File: src/rtl/serializer12_tx.sv
// 12-bit parallel-to-serial transmitter: one-word holding buffer feeding an MSB-first shifter.
// Back-to-back words leave with no idle bit between frames.
//
// state    | meaning
// ST_IDLE  | shifter empty; a held word moves into it on the next edge
// ST_SHIFT | frame on the link; ser_valid high, one bit per accepted beat
module serializer12_tx #(
  parameter int WIDTH = 12
) (
  input  logic             clk,
  input  logic             rst_n,
  input  logic [WIDTH-1:0] i_data_in,
  input  logic             i_in_valid,
  output logic             o_in_ready,
  output logic             o_ser_out,
  output logic             o_ser_valid,
  input  logic             i_out_ready,
  output logic             o_ser_first,
  output logic             o_ser_last,
  output logic [7:0]       o_words_sent
);

  localparam int CNT_W = (WIDTH > 1) ? $clog2(WIDTH) : 1;
  localparam logic [CNT_W-1:0] LAST_CNT = CNT_W'(WIDTH - 1);

  typedef enum logic {ST_IDLE, ST_SHIFT} state_t;

  state_t           r_state;
  state_t           w_state_nxt;
  logic [WIDTH-1:0] r_hold_data;
  logic             r_hold_full;
  logic [WIDTH-1:0] r_shreg;
  logic [CNT_W-1:0] r_bitcnt;
  logic [7:0]       r_words_sent;

  logic w_accept;
  logic w_beat;
  logic w_last_beat;
  logic w_load;

  assign w_accept = i_in_valid && !r_hold_full;

  always_comb begin
    w_state_nxt = r_state;
    w_beat      = 1'b0;
    w_last_beat = 1'b0;
    w_load      = 1'b0;
    case (r_state)
      ST_IDLE: begin
        if (r_hold_full) begin
          w_load      = 1'b1;
          w_state_nxt = ST_SHIFT;
        end
      end
      ST_SHIFT: begin
        w_beat      = i_out_ready;
        w_last_beat = i_out_ready && (r_bitcnt == LAST_CNT);
        if (w_last_beat) begin
          // A waiting word chains straight into the shifter with no gap bit.
          w_load = r_hold_full;
          if (!r_hold_full) begin
            w_state_nxt = ST_IDLE;
          end
        end
      end
      default: w_state_nxt = ST_IDLE;
    endcase
  end

  always_ff @(posedge clk or negedge rst_n) begin
    if (!rst_n) begin
      r_state <= ST_IDLE;
    end else begin
      r_state <= w_state_nxt;
    end
  end

  always_ff @(posedge clk or negedge rst_n) begin
    if (!rst_n) begin
      r_hold_data  <= '0;
      r_hold_full  <= 1'b0;
      r_shreg      <= '0;
      r_bitcnt     <= '0;
      r_words_sent <= '0;
    end else begin
      if (w_accept) begin
        r_hold_data <= i_data_in;
        r_hold_full <= 1'b1;
      end else if (w_load) begin
        r_hold_full <= 1'b0;
      end

      if (w_load) begin
        r_shreg  <= r_hold_data;
        r_bitcnt <= '0;
      end else if (w_beat) begin
        // The final shift empties the register, so ser_out idles at 0.
        r_shreg  <= {r_shreg[WIDTH-2:0], 1'b0};
        r_bitcnt <= w_last_beat ? '0 : r_bitcnt + CNT_W'(1);
      end

      if (w_last_beat) begin
        r_words_sent <= r_words_sent + 8'd1;
      end
    end
  end

  assign o_in_ready   = !r_hold_full;
  assign o_ser_valid  = (r_state == ST_SHIFT);
  assign o_ser_out    = r_shreg[WIDTH-1];
  assign o_ser_first  = (r_state == ST_SHIFT) && (r_bitcnt == '0);
  assign o_ser_last   = (r_state == ST_SHIFT) && (r_bitcnt == LAST_CNT);
  assign o_words_sent = r_words_sent;

endmodule

File: config.mk
export PLATFORM = sky130hd
export DESIGN_NAME = serializer12_tx
export DESIGN_NICKNAME = d
export VERILOG_FILES = /design/src/rtl/serializer12_tx.sv
export SDC_FILE = /design/constraint.sdc
export NUM_CORES = 1
export LEC_CHECK = 0
export CAP_MARGIN = 20
export CORE_AREA = 5 5 45 86
export DETAILED_ROUTE_END_ITERATION = 16
export DIE_AREA = 0 0 50 91
export MAX_ROUTING_LAYER = met4
export PLACE_DENSITY = 0.84
export SETUP_SLACK_MARGIN = 0.3
export SLEW_MARGIN = 20
export SYNTH_ARGS = -nofsm -noshare
export SYNTH_HDL_FRONTEND = slang
export SYNTH_SLANG_ARGS = --single-unit
File: constraint.sdc
create_clock -name clk -period 3.36 [get_ports clk]
set_input_delay 0.84 -clock clk [delete_from_list [all_inputs] [get_ports clk]]
set_output_delay 0.84 -clock clk [all_outputs]
set_load 0.02 [all_outputs]
# [Yosys cells after proc, flatten, opt, wreduce, memory -nomap -nowiden]
# Index checks and enable logic that the tools add are counted.
[word_totals] ff_bits=38 latch_bits=0 ramBits=0 rom_bits=0 input_bits=16 word_cells=32 mem_count=0
[classes] n_addsub=2 multipliers=0 div_mod_pow=0 magnitude_cmp=0 eq_ne=1 shift=0 n_mux=14 bitwise_logic=1 reduce_logical=8
[ops] operator="$mux 12" count=2
[ops] operator="$mux 4" count=3
[ops] operator="$add 8x1->8 const B" count=1
[ops] operator="$mux 1" count=7
[ops] operator="$add 4x1->4 const B" count=1
[ops] operator="$eq 4x4->1 const B" count=1
[ops] operator="$logic_and 1x1->1" count=4
[ops] operator="$logic_not 4->1" count=1
[ops] operator="$pmux 1 s2" count=2
[ops] operator="$reduce_bool 2->1" count=2
[ops] operator="$logic_not 1->1" count=1
[ops] operator="$not 1->1" count=1

# [Depth between registers and ports, before layout]
[depth] word_depth=6 depth_mapped=5 mapped_depth_nobuf=4

# [Least setup slack after synthesis]
# Ideal clock, no wire load.
[synth_timing] path_kind="register to output" startpoint="register r_state, in the netlist o_ser_valid" endpoint="output o_ser_first" arrival_ps=1446 t_required_ps=2520 slack_ps=1074 path_stages_with_launch=4 n_path_buf=1 cell_sequence="dfrtp_1 -> buf_4 -> inv_1 -> nor4b_1"
[synth_between] elab_chain_len=1
[synth_lines] element="start: declaration" line="28" source="state_t r_state;"
[synth_lines] element="start signal: assignment" line="74" source="r_state <= w_state_nxt;"
[synth_lines] element="$logic_and 1x1->1" line="111" source="assign o_ser_first = (r_state == ST_SHIFT) && (r_bitcnt == '0);"
[synth_lines] element="end: declaration" line="18" source="output logic o_ser_first,"
# Every way passes these cells.

# [Worst setup path in the final report]
# Same ends and word-level chain as after synthesis.

==> metrics.log <==
INFO  metric period_utilization = 0.808
INFO  metric pre_antenna_drt_iters = 4
INFO  metric crit_path_cell_trace = inv_1 > nor4b_1 > clkdlybuf4s50_1
INFO  metric synth-seq-cells = 38
INFO  metric avgViaCountPerCell = 6.13
INFO  metric pin_count_of_the_biggest_net_entering_global_routing = 39
INFO  metric clkSlewWorstSetupHoldPaths = 0.08 ns
INFO  metric die_h = 91 µm
INFO  metric timing.critical_path.from_type = register
INFO  metric clkLatencyLatePin = 0.29 ns
INFO  metric run_status = finished clean
INFO  metric die-width = 50 µm
INFO  metric critical_path_class = register to output port
INFO  metric power_density = 723 nW/µm²
INFO  metric fmax = 369 MHz
INFO  metric nNetsFinal = 186
INFO  metric timing_worst_slew_pin_value = 0.830 ns
INFO  metric seqPwrFrac = 0.500
INFO  metric report.final.hold_viol_count = 0
INFO  metric pin_count = 29
INFO  metric area_growth_from_synthesis_to_final_layout = 23.6%
INFO  metric grt_util_all_layers = 0.169
INFO  metric p_switching = 472 µW
INFO  metric drt_first_iter_violations = 32
INFO  metric grt_pass1_wl = 5.73 mm
INFO  metric delay_of_the_slowest_critical_path_stage = 0.66 ns
INFO  metric mostFrequentLayoutCell = dfrtp_1
INFO  metric arrival = 1.87 ns
INFO  metric initial_utilization = 0.541
INFO  metric detailedPlacementHpwl = 2.48 mm
INFO  metric cts.repair.resized = 0
INFO  metric timing.critical_path.slowest_stage_cell = clkdlybuf4s50_1
INFO  metric dp_slack = 0.817 ns
INFO  metric reg2reg_to = r_shreg[1]
INFO  metric clock_tree.htree_level_count = 2
INFO  metric post_route_cells_drive_above_1_share = 0.185
INFO  metric worst_hold_path_type = register to register
INFO  metric maxSlewViolCount = 0
INFO  metric min_period = 2.71 ns
INFO  metric synth_top_family_by_area = simple AND/OR/NAND/NOR gates
INFO  metric setup_violations = 0
INFO  metric die-area = 4550 µm²
INFO  metric antenna_cells = 0
INFO  metric cts_inserted_buffers = 5
INFO  metric timing.max_cap.violations = 0
INFO  metric crit_fanout = 12
INFO  metric synthesis.area_per_instance = 12.5 µm²
INFO  metric synth.mux.area_fraction = 0.0927
INFO  metric timing.hold.worst_endpoint = o_words_sent[7]
INFO  metric clock-sinks = 38
INFO  metric min_path_cells = 1
INFO  metric grt_remaining_overflow = 0
INFO  metric drt.antenna.violating_nets = 0
INFO  metric irDropWorstVdd = 515 µV
INFO  metric synthArstFlopShare = 1.00
INFO  metric wirelength = 3.40 mm
INFO  metric final_cell_mix = 38 x dfrtp_1, 28 x clkdlybuf4s50_1, 13 x mux2_2
INFO  metric total_cell_area_at_the_placement_stage = 1990 µm²
INFO  metric synthesis.nets = 154
INFO  metric critical_path.reg2reg.startpoint = r_bitcnt[1]
INFO  metric dr_total_vias = 1,220
INFO  metric grt_setup_unrepaired = no
INFO  metric synthSimpleGateAreaFrac = 0.129
INFO  metric synth_edf_count = 0
INFO  metric std_cell_rows = 29
INFO  metric timing.critical_path.required = 2.52 ns
INFO  metric core = 3120 µm²
INFO  metric final_design_area_no_fill = 2090 µm²
INFO  metric p_int = 1040 µW
INFO  metric tritoncts_clock_tree = yes
INFO  metric ctsRootBufferMaster = clkbuf_8
INFO  metric power_frac_comb = 0.285
INFO  metric cts-root-to-sink-buffers = 2
INFO  metric setup_tns = 0 ns
INFO  metric grt_pass1_vias = 1,313
INFO  metric worst-r2r-cell-count = 4
INFO  metric regToRegSetupSlack = 1.57 ns
INFO  metric syn_inst = 135
INFO  metric cellLeakagePower = 0.000963 µW
INFO  metric cts_setup_buffers = 0
INFO  metric synth_seq_area_share = 0.563
INFO  metric final.setup_skew = 0.0114 ns
INFO  metric detail_route.drc_violations = 0
INFO  metric gp_congestion = 0.845
INFO  metric synth-warning-count = 0
INFO  metric pwr-share-clk = 0.216
INFO  metric final_layout_worst_hold_slack = 0.468 ns
INFO  metric netlist-cell-type-count = 37
INFO  metric total_power = 1510 µW
INFO  metric cts_hold_repair.buffers = 0
INFO  metric synth_compound_area_frac = 0.114
INFO  metric xor_xnor_fraction_of_synth_area = 0.0363
INFO  metric grt_antenna_before_repair = 0
INFO  metric port-buffer-count = 28
INFO  metric synthFlopType = dfrtp_1
INFO  metric post-route-worst-setup-slack = 0.647 ns
INFO  metric post_synth_instance_area = 1690 µm²
INFO  metric yosys.area_share.adder = 0.0222
INFO  metric power.switching_fraction = 0.313
INFO  metric hold_path_origin = o_words_sent[7]
INFO  metric slew-limit-headroom = 0.431
INFO  metric final_routed_wire_length_divided_by_cell_count = 17.1 µm
INFO  metric timing.critical_path.to_type = output port
## Yosys cell counts (all sizes together) (2+ instances only)
master,instances,area [µm²]
a21oi,3,15.0
a221o,11,113
a22o,2,18.8
and2,11,68.8
buf,4,28.8
clkbuf,2,8.75
dfrtp,38,951
ha,3,37.5
inv,9,33.8
mux2,13,146
nand2,4,15.0
nand3,5,25.0
nand3b,2,18.8
nor2,2,7.51
nor3,3,15.0
nor4,3,18.8
xnor2,2,17.5
xor2,5,43.8
## how the worst max path moves through the flow
| stage | cells past startpoint | start | slack [ns] | to |
|---|---|---|---|---|
| after floorplan | 3 | o_ser_valid | 1.07 | o_ser_first |
| after global placement | 4 | i_out_ready | 0.94 | r_shreg[7] |
| after detailed placement | 4 | i_out_ready | 0.82 | r_shreg[11] |
| after CTS | 3 | o_ser_valid | 0.63 | o_ser_first |
| after global routing | 3 | o_ser_valid | 0.51 | o_ser_first |
| final | 3 | o_ser_valid | 0.65 | o_ser_first |
## metal layers
| metal | share of wire | global-route usage | routed length [µm] | vias to the layer above |
|---|---|---|---|---|
| met5 | 0 | - | 0 | - |
| met4 | 0.037 | 0.112 | 127 | 0 |
| met3 | 0.059 | 0.0475 | 201 | 15 |
| met2 | 0.54 | 0.283 | 1830 | 53 |
| met1 | 0.37 | 0.160 | 1240 | 599 |
| li1 | - | - | - | 553 |
## area by class of cell
cell class	count	area, µm²
Fill cell	244	1030
Sequential cell	38	951
Multi-Input combinational cell	82	666
Timing Repair Buffer	31	303
Clock buffer	6	82.6
Tap cell	31	38.8
Inverter	9	33.8
Clock inverter	2	12.5
## metrics by stage
step,util,cells
after floorplan,-,135
after global placement,0.638,191
after detailed placement,0.638,191
after CTS,0.669,199
after global routing,0.669,199
final,0.669,199
## flip-flops by register name (all words and copies together) (netlist names)
register      cells
o_words_sent      8
r_shreg          12
r_bitcnt          4
r_hold_full       1
r_hold_data      12
o_ser_valid       1
## logic make-up after synthesis
group	Yosys count
compound gates	22
xor+xnor	7
fa+ha+maj	3
buf+inv	15
flops	38
mux	14
simple gates	36
## power groups by stage
stage	logic, µW	clock network, µW	registers [µW]
CTS	438	337	753
detailed placement	437	0	757
global placement	417	0	742
finish	429	325	754
global route	474	357	773
floorplan	287	0	736
## worst max-delay path, delay by kind of cell, from the launching register on
family / cells / cell delay, ns
flops: 1 / 0.55
buf+inv: 2 / 0.77
simple gates: 1 / 0.26
(Power assumes the default switching activity.)
